**config.mk**
```make
export PLATFORM = sky130hd
export DESIGN_NAME = cdc_handshake_scheduler
export DESIGN_NICKNAME = d
export VERILOG_FILES = /design/src/rtl/cdc_sched_pkg.sv /design/src/rtl/rr_arbiter.sv /design/src/rtl/cdc_handshake_scheduler.sv
export SDC_FILE = /design/constraint.sdc
export NUM_CORES = 1
export LEC_CHECK = 0
export CAP_MARGIN = 0
export CORE_UTILIZATION = 36
export DETAILED_ROUTE_END_ITERATION = 16
export MAX_ROUTING_LAYER = met4
export PLACE_DENSITY = 0.92
export RECOVER_POWER = 50
export SYNTH_ARGS = -nofsm -noshare
export SYNTH_HDL_FRONTEND = slang
export SYNTH_HIERARCHICAL = 1
export SYNTH_SLANG_ARGS = --single-unit
```
**constraint.sdc**
```tcl
create_clock -name ICLK -period 2.4 [get_ports ICLK]
set_input_delay 0.72 -clock ICLK [delete_from_list [all_inputs] [get_ports ICLK]]
set_output_delay 0.72 -clock ICLK [all_outputs]
set_load 0.05 [all_outputs]
```
**src/rtl/cdc_sched_pkg.sv**
```systemverilog
// rtl/cdc_sched_pkg.sv - shared types, defaults and helpers for the CDC handshake scheduler
package cdc_sched_pkg;

  typedef enum logic [1:0] {
    IDLE = 2'd0,
    SEND = 2'd1,
    WAIT = 2'd2,
    GAP  = 2'd3
  } sched_state_t;

  localparam int DEF_N_REQ          = 4;
  localparam int DEF_D_BITWIDTH     = 32;
  localparam int DEF_TIMEOUT_CYCLES = 1024;

  // Pointer/index width; at least one bit so a 1-wide field is never zero-sized.
  function automatic int ptr_width(input int n);
    return (n < 2) ? 1 : $clog2(n);
  endfunction

endpackage

```
**src/rtl/rr_arbiter.sv**
```systemverilog
// rtl/rr_arbiter.sv - combinational round-robin arbiter with double-width wrap mask
module rr_arbiter #(
  parameter int N  = 4,
  parameter int PW = 2
) (
  input  logic [N-1:0]  valid_i,
  input  logic [PW-1:0] ptr_i,
  output logic [N-1:0]  win_onehot_o,
  output logic [PW-1:0] win_idx_o,
  output logic          win_any_o
);

  logic [N-1:0]   hi_mask;
  logic [2*N-1:0] dbl;

  // Lower half holds requesters at or above the pointer, upper half all of them,
  // so the lowest set bit of the doubled vector is the next requester in ring order.
  always_comb begin
    hi_mask = '0;
    for (int i = 0; i < N; i++) begin
      hi_mask[i] = (i >= int'(ptr_i));
    end
    dbl = {valid_i, valid_i & hi_mask};
  end

  // Priority-scan the doubled vector and fold the position back into 0..N-1.
  always_comb begin
    int pos;
    pos          = 0;
    win_idx_o    = '0;
    win_onehot_o = '0;
    win_any_o    = |valid_i;
    for (int j = 2 * N - 1; j >= 0; j--) begin
      if (dbl[j]) begin
        pos = j;
      end
    end
    if (pos >= N) begin
      pos = pos - N;
    end
    win_idx_o = pos[PW-1:0];
    if (win_any_o) begin
      win_onehot_o[win_idx_o] = 1'b1;
    end
  end

endmodule

```
**src/rtl/cdc_handshake_scheduler.sv**
```systemverilog
// rtl/cdc_handshake_scheduler.sv - shares one req/ack CDC channel among N_REQ requesters (option: CDC_SCHED_TIMEOUT_EN)
module cdc_handshake_scheduler
  import cdc_sched_pkg::*;
#(
  parameter int N_REQ        = DEF_N_REQ,
  parameter int P_D_BITWIDTH = DEF_D_BITWIDTH
`ifdef CDC_SCHED_TIMEOUT_EN
  ,
  parameter int TIMEOUT_CYCLES = DEF_TIMEOUT_CYCLES
`endif
) (
  input  logic                            ICLK,
  input  logic                            RST_N_ICLK,
  input  logic [N_REQ-1:0]                REQ_VALID,
  input  logic [N_REQ*P_D_BITWIDTH-1:0]   REQ_DATA,
  output logic [N_REQ-1:0]                REQ_GRANT,
  output logic [N_REQ-1:0]                REQ_DONE,
  output logic                            CH_SEND_EN,
  output logic [P_D_BITWIDTH-1:0]         CH_DATA,
  input  logic                            CH_DONE,
  output logic                            BUSY
`ifdef CDC_SCHED_TIMEOUT_EN
  ,
  output logic                            ERR_TIMEOUT
`endif
);

  localparam int PW = ptr_width(N_REQ);

  sched_state_t            state_q, state_d;
  logic [P_D_BITWIDTH-1:0] ch_data_q, ch_data_d;
  logic [N_REQ-1:0]        owner_q, owner_d;
  logic [PW-1:0]           ptr_q, ptr_d;

  logic [N_REQ-1:0]        win_onehot;
  logic [PW-1:0]           win_idx;
  logic                    win_any;
  logic [P_D_BITWIDTH-1:0] win_data;
  logic [PW-1:0]           ptr_next;

`ifdef CDC_SCHED_TIMEOUT_EN
  logic [31:0]             cnt_q, cnt_d;
  logic                    tmo_q, tmo_d;
`endif

  rr_arbiter #(
    .N  (N_REQ),
    .PW (PW)
  ) u_arb (
    .valid_i      (REQ_VALID),
    .ptr_i        (ptr_q),
    .win_onehot_o (win_onehot),
    .win_idx_o    (win_idx),
    .win_any_o    (win_any)
  );

  // Select the winner's payload and the pointer slot just past the winner.
  always_comb begin
    win_data = '0;
    for (int i = 0; i < N_REQ; i++) begin
      if (win_onehot[i]) begin
        win_data = win_data | REQ_DATA[i*P_D_BITWIDTH +: P_D_BITWIDTH];
      end
    end
    ptr_next = (win_idx == PW'(N_REQ - 1)) ? '0 : win_idx + PW'(1);
  end

  // Next-state logic: arbitrate in IDLE, hold the channel through SEND/WAIT, drop it in GAP.
  always_comb begin
    state_d   = state_q;
    ch_data_d = ch_data_q;
    owner_d   = owner_q;
    ptr_d     = ptr_q;
`ifdef CDC_SCHED_TIMEOUT_EN
    cnt_d     = cnt_q;
    tmo_d     = tmo_q;
`endif
    case (state_q)
      IDLE: begin
        if (win_any) begin
          ch_data_d = win_data;
          owner_d   = win_onehot;
          ptr_d     = ptr_next;
          state_d   = SEND;
        end
      end
      SEND: begin
        state_d = WAIT;
`ifdef CDC_SCHED_TIMEOUT_EN
        cnt_d   = '0;
        tmo_d   = 1'b0;
`endif
      end
      WAIT: begin
        if (CH_DONE) begin
          state_d = GAP;
`ifdef CDC_SCHED_TIMEOUT_EN
        end else if (cnt_q == 32'(TIMEOUT_CYCLES - 1)) begin
          state_d = GAP;
          tmo_d   = 1'b1;
        end else begin
          cnt_d   = cnt_q + 32'd1;
`endif
        end
      end
      GAP: begin
        state_d = IDLE;
      end
      default: begin
        state_d = IDLE;
      end
    endcase
  end

  // State and datapath registers; reset abandons any transfer in flight.
  always_ff @(posedge ICLK or negedge RST_N_ICLK) begin
    if (!RST_N_ICLK) begin
      state_q   <= IDLE;
      ch_data_q <= '0;
      owner_q   <= '0;
      ptr_q     <= '0;
`ifdef CDC_SCHED_TIMEOUT_EN
      cnt_q     <= '0;
      tmo_q     <= 1'b0;
`endif
    end else begin
      state_q   <= state_d;
      ch_data_q <= ch_data_d;
      owner_q   <= owner_d;
      ptr_q     <= ptr_d;
`ifdef CDC_SCHED_TIMEOUT_EN
      cnt_q     <= cnt_d;
      tmo_q     <= tmo_d;
`endif
    end
  end

  // Outputs decode directly from state so reset clears them in the same cycle.
  always_comb begin
    REQ_GRANT  = (state_q == SEND) ? owner_q : '0;
    CH_SEND_EN = (state_q == SEND) || (state_q == WAIT);
    CH_DATA    = ch_data_q;
    BUSY       = (state_q != IDLE);
`ifdef CDC_SCHED_TIMEOUT_EN
    REQ_DONE    = ((state_q == GAP) && !tmo_q) ? owner_q : '0;
    ERR_TIMEOUT = (state_q == GAP) && tmo_q;
`else
    REQ_DONE    = (state_q == GAP) ? owner_q : '0;
`endif
  end

endmodule
```
# ---- Yosys cells after proc, flatten, opt, wreduce, memory -nomap -nowiden
# Cells that the tools add are included.
# Widths: inputs -> output; s select.
dict set report classes {
  n_mux 22
  bitwise 4
  add_sub_neg 2
  magnitude_cmp 6
  reduce_logical 7
  eq_ne 6
}
# cell n
set op_table {}
lappend op_table {{$mux 32} 11}
lappend op_table {{$or 32x32->32} 3}
lappend op_table {{$ge 32x4->1 const B} 1}
lappend op_table {{$mux 4} 3}
lappend op_table {{$mux 2} 4}
lappend op_table {{$pmux 2 s4} 1}
lappend op_table {{$eq 2x2->1 const B} 3}
lappend op_table {{$and 4x4->4} 1}
lappend op_table {{$ge 1x2->1 const A} 2}
lappend op_table {{$reduce_and 2->1} 2}
lappend op_table {{$reduce_or 4->1} 1}
lappend op_table {{$lt 2x3->1 const B} 1}
lappend op_table {{$mux 3} 1}
lappend op_table {{$add 2x1->2 const B} 1}
lappend op_table {{$demux 1 s2} 1}
lappend op_table {{$eq 2x1->1 const B} 1}
lappend op_table {{$ge 2x1->1 const B} 1}
lappend op_table {{$ge 2x2->1 const A} 1}
lappend op_table {{$logic_not 2->1} 1}
lappend op_table {{$ne 2x1->1 const B} 1}
lappend op_table {{$ne 2x2->1 const B} 1}
lappend op_table {{$reduce_bool 2->1} 1}
lappend op_table {{$sub 2x1->2 const B} 1}
lappend op_table {{$logic_and 1x1->1} 1}
lappend op_table {{other kinds (2)} 2}
dict set report totals {
  ff_bits 40
  in_bits 135
  wordCells 51
  out_inout_bits 42
}

# ---- Depth between registers and ports, before layout
dict set report logic_depth {
  ltp_word 22
  mapped_depth 8
}

# ---- Hierarchy
# The synthesis kept the hierarchy.
# module area_each_um2 cells_per_inst n_inst
set modules_own_cells {}
lappend modules_own_cells {cdc_handshake_scheduler 2429.8 221 1}
lappend modules_own_cells {rr_arbiter 168.9 27 1}

# ---- Worst setup path before layout
# No wires, ideal clock.
dict set report synth_timing {
  path_type {input to register}
  from {in REQ_VALID[3]}
  to {reg ch_data_q[14] (netlist: CH_DATA[14])}
  path_slack_ns 0.495
  stages 7
  arrival_time_ns 1.773
  setup_time_ns 0.132
  required_ns 2.268
  path_cell_list {nor2_1 -> o311a_1 -> buf_2 -> buf_6 -> a22o_1 -> a221oi_2 -> o21ai_1}
}
dict set report synth_between {
  elab_cells_between_ends 27
}
# element line
set synth_lines {}
lappend synth_lines {{start, declared} cdc_handshake_scheduler.sv:14} ;# input logic [N_REQ-1:0] REQ_VALID,
lappend synth_lines {{$mux 3} rr_arbiter.sv:34} ;# if (dbl[j]) begin
lappend synth_lines {{$mux 32 (7 in series)} rr_arbiter.sv:34}
lappend synth_lines {{$ge 32x4->1 / $sub 2x1->2 (equally long branches)} {rr_arbiter.sv:38, rr_arbiter.sv:39}}
lappend synth_lines {{$mux 2} rr_arbiter.sv:38} ;# if (pos >= N) begin
lappend synth_lines {{$lt 2x3->1 (not written as such) / $ge 2x1->1 (equally long branches)} rr_arbiter.sv:43} ;# win_onehot_o[win_idx_o] = 1'b1;
lappend synth_lines {{$logic_and 1x1->1 (not written as such)} rr_arbiter.sv:43}
lappend synth_lines {{$mux 1 (not written as such)} rr_arbiter.sv:43}
lappend synth_lines {{$demux 1 s2} n/a}
lappend synth_lines {{$mux 4 *} rr_arbiter.sv:42} ;# if (win_any_o) begin
lappend synth_lines {{named net win_onehot[2]} cdc_handshake_scheduler.sv:35} ;# logic [N_REQ-1:0] win_onehot;
lappend synth_lines {{$mux 32 *} cdc_handshake_scheduler.sv:61} ;# if (win_onehot[i]) begin
lappend synth_lines {{$or 32x32->32} cdc_handshake_scheduler.sv:62} ;# win_data = win_data | REQ_DATA[i*P_D_BITWIDTH +: P_D_BITWIDTH];
lappend synth_lines {{$mux 32 *} cdc_handshake_scheduler.sv:61}
lappend synth_lines {{end signal, assigned} cdc_handshake_scheduler.sv:128} ;# ch_data_q <= ch_data_d;
lappend synth_lines {{end, declared} cdc_handshake_scheduler.sv:31} ;# logic [P_D_BITWIDTH-1:0] ch_data_q, ch_data_d;
# Mark *: on every way through the listed nets, which the timed path passes. The rest lies on a longest branch.
# A chain may end at the register's enable or synchronous reset.

# ---- Worst setup path after layout
dict set report layout_timing {
  from {in REQ_VALID[3]}
  to {reg ch_data_q[31] (netlist: CH_DATA[31])}
}
# Same word-level chain as after synthesis.

==> metrics.md <==
| Metric | Value |
|---|---|
| Clock transition at path regs | 0.08 ns |
| Vias/cell | 5.26 |
| # nets final | 576 |
| Site row count | 30 |
| Status | finished, final reports clean |
| Setup TNS | 0 ns |
| Wire length per cell | 17.4 µm |
| Power Density | 1150 nW/µm² |
| Critical path peak fanout | 32 |
| Die area | 7560 µm² |
| Gr usage total | 25.2% |
| H-tree levels | 2 |
| PortBufs | 176 |
| Total gr overflow | 0 |
| Worst R2R Start | ptr_q[1]$_DFFE_PN0P_ |
| Starting Density | 37.8% |
| Root buffer cell | clkbuf_8 |
| EDFF count, synth | 0 |
| Register area share after synthesis | 38.5% |
| Routability cong. | 0.918 |
| Initial antenna violation count | 0 |
| Routed Wire Length | 9.25 mm |
| Final setup viols | 0 |
| WHS Path Cells | 2 |
| Routing usage on met1 | 26.8% |
| Mapped Cells | 248 |
| Top_reg_cell synth | dfrtp_1 |
| Yosys reg bits | 40 |
| Total power | 5410 µW |
| Vias in the first global route | 3,020 |
| Final hold violation count | 0 |
| Startpoint types | input pin |
| Rel. slew slack | 29.1% |
| Mean post-synth cell area | 10.5 µm² |
| Worst R2R Path Depth | 7 |
| Peak supply drop | 0.000591 V |
| # Max-Cap Violations | 0 |
| ANT cells | 0 |
| Number of fill cells | 537 |
| Num CTS Buffers | 5 |
| Asr flop ratio synth | 100% |
| Hold path endpoint | CH_DATA[6]$_DFFE_PN0P_ |
| Met3 Use GR | 4.27% |
| I/O Pins | 177 |
| Synth Warn # | 6 |
| TritonCTS clock tree | done |
| Skew final | 0.00905 ns |
| Die width | 87.0 µm |
| Min-delay worst type | reg2reg |
| Syn_nets | 389 |
| Mapped cell area | 2600 µm² |
| HP Start | CH_DATA[6]$_DFFE_PN0P_ |
| Hold_buf cts | 0 |
| Multi-input logic area | 1410 µm² |
| Fin crit share | 94.7% |
| Register area | 1000 µm² |
| Pin count of the biggest net entering global routing | 39 |
| Remaining DRCs | 0 |
| Commonest non-fill, non-tap cell in the layout | clkdlybuf4s50_1 |
| Setup Fix Bufs, Post-CTS | 0 |
| Post-DRT Antenna Nets | 0 |
| Max Buffers Root-to-Sink | 2 |
| Crit path DAT | 2.43 ns |
| Flop2flop setup slack | 0.51 ns |
| CTS sink count | 40 |
| Peak Freq | 440 MHz |
| Most frequent cells in the layout | 163 x clkdlybuf4s50_1, 40 x dfrtp_1, 35 x nand2_1 |
| DR iter-0 viols | 78 |
| Die Ht | 87.0 µm |
| Core Area | 6870 µm² |
| R2r endpoint | CH_DATA[31]$_DFFE_PN0P_ |
| Post-DP HPWL | 7.36 mm |
| Least-Margin Pin Slew | 1.06 ns |
| Req. time, crit path | 2.56 ns |
| Synth unique cells | 32 |
| Pleak | 0.00196 µW |
| Global Route met2 Usage | 47.1% |
| Drt pass-1 iters | 4 |
| CP Class | in2reg |
| Global-route wire length before repair | 14.3 mm |
| Share of layout cells above drive strength 1 | 19.5% |
| RSZ-0062 raised after global routing | no |
| P&R area growth vs syn | 80.8% |
| Final min period | 2.27 ns |
| Via count | 2,796 |
| Crit. End Element | register |
| Pins Over Slew Limit | 0 |
| GR peak layer | met2 |
| Worst skew pair latency | 0.28 ns |
repair_timing:
action,CTS,global route
setup endpoints to repair,0,3
hold endpoints to repair,0,0
gates resized for setup,0,2
worst max-delay path: stages:
cell and delay, ns:
clkdlybuf4s50_1 0.51, nor2_1 0.08, o311a_2 0.42, buf_12 0.19, a22o_1 0.22, a221oi_2 0.18
o21ai_1 0.10
power breakdown:
group / total (µW) / leakage [µW] / switching, µW / internal [µW]
sequential: 1200 / 0.000505 / 211 / 988
combinational: 3680 / 0.00140 / 2170 / 1500
clock: 532 / 0.0000552 / 224 / 309
logic make-up after synthesis:
| kind of cell | share of synthesized area, % |
|---|---|
| AO/OA/AOI/OAI | 39.5 |
| AND/OR/NAND/NOR | 9.48 |
| flip-flops | 38.5 |
| buffers and inverters | 7.03 |
| multiplexers | 2.60 |
| adder cells (fa/ha/maj) | 2.89 |
flip-flops by register name, indices dropped and copies added, names as in the netlist:
register,cells
ptr_q,2
state_q,2
CH_DATA,32
owner_q,4
how the worst max path moves through the flow:
stage / from / end / slack (ns) / cells past startpoint
after floorplan: REQ_VALID[3] / CH_DATA[14]$_DFFE_PN0P_ / 0.50 / 7
after global placement: REQ_VALID[2] / CH_DATA[3]$_DFFE_PN0P_ / -0.17 / 7
after detailed placement: REQ_VALID[0] / CH_DATA[11]$_DFFE_PN0P_ / -0.25 / 8
after CTS: REQ_VALID[0] / CH_DATA[11]$_DFFE_PN0P_ / 0.05 / 8
after global routing: REQ_VALID[3] / CH_DATA[11]$_DFFE_PN0P_ / 0.05 / 8
final: REQ_VALID[3] / CH_DATA[31]$_DFFE_PN0P_ / 0.13 / 7
synthesized netlist by cell type, types with 2 or more instances:
| cell type | number | area [µm²] |
|---|---|---|
| dfrtp_1 | 40 | 1000 |
| nand2_1 | 34 | 128 |
| a22o_1 | 32 | 280 |
| o21ai_1 | 30 | 150 |
| a221oi_2 | 29 | 435 |
| a21oi_1 | 8 | 40.0 |
| and2_1 | 8 | 50.1 |
| buf_2 | 8 | 40.0 |
| buf_6 | 8 | 90.1 |
| ha_1 | 6 | 75.1 |
| mux2_2 | 6 | 67.6 |
| o21ai_0 | 5 | 25.0 |
| inv_1 | 4 | 15.0 |
| a221oi_1 | 3 | 26.3 |
| buf_1 | 3 | 11.3 |
| clkbuf_1 | 3 | 11.3 |
| nand2b_1 | 3 | 18.8 |
| nor2_1 | 3 | 11.3 |
| inv_2 | 2 | 7.51 |
per-layer routing:
layer,vias to the layer above,share of wire [%]
met2,110,54
li1,1330,-
met1,1343,38
met5,-,0
met4,0,1.8
met3,13,6.7
area by class of cell:
cell class	instances	area share, %
clock buffer	6	1.54
sequential	40	21.3
multi-input combinational	179	30.1
timing repair buffer	203	43.3
clock inverter	2	0.746
tap	96	2.56
inverter	6	0.479
stage by stage:
| stage | utilization [%] | worst slack (ns) | hold WS (ns) | instances | area, µm² |
|---|---|---|---|---|---|
| finish | 68.4 | 0.128 | 0.481 | 532 | 4700 |
| global route | 68.4 | 0.0457 | 0.522 | 532 | 4700 |
| CTS | 68.7 | 0.0474 | 0.375 | 532 | 4720 |
| detailed placement | 67.1 | -0.253 | 0.471 | 524 | 4610 |
| global placement | 67.1 | -0.172 | 0.467 | 524 | 4610 |
| floorplan | - | 0.495 | 0.424 | 248 | 2600 |
Note: power is estimated with default switching activity, not from simulation.
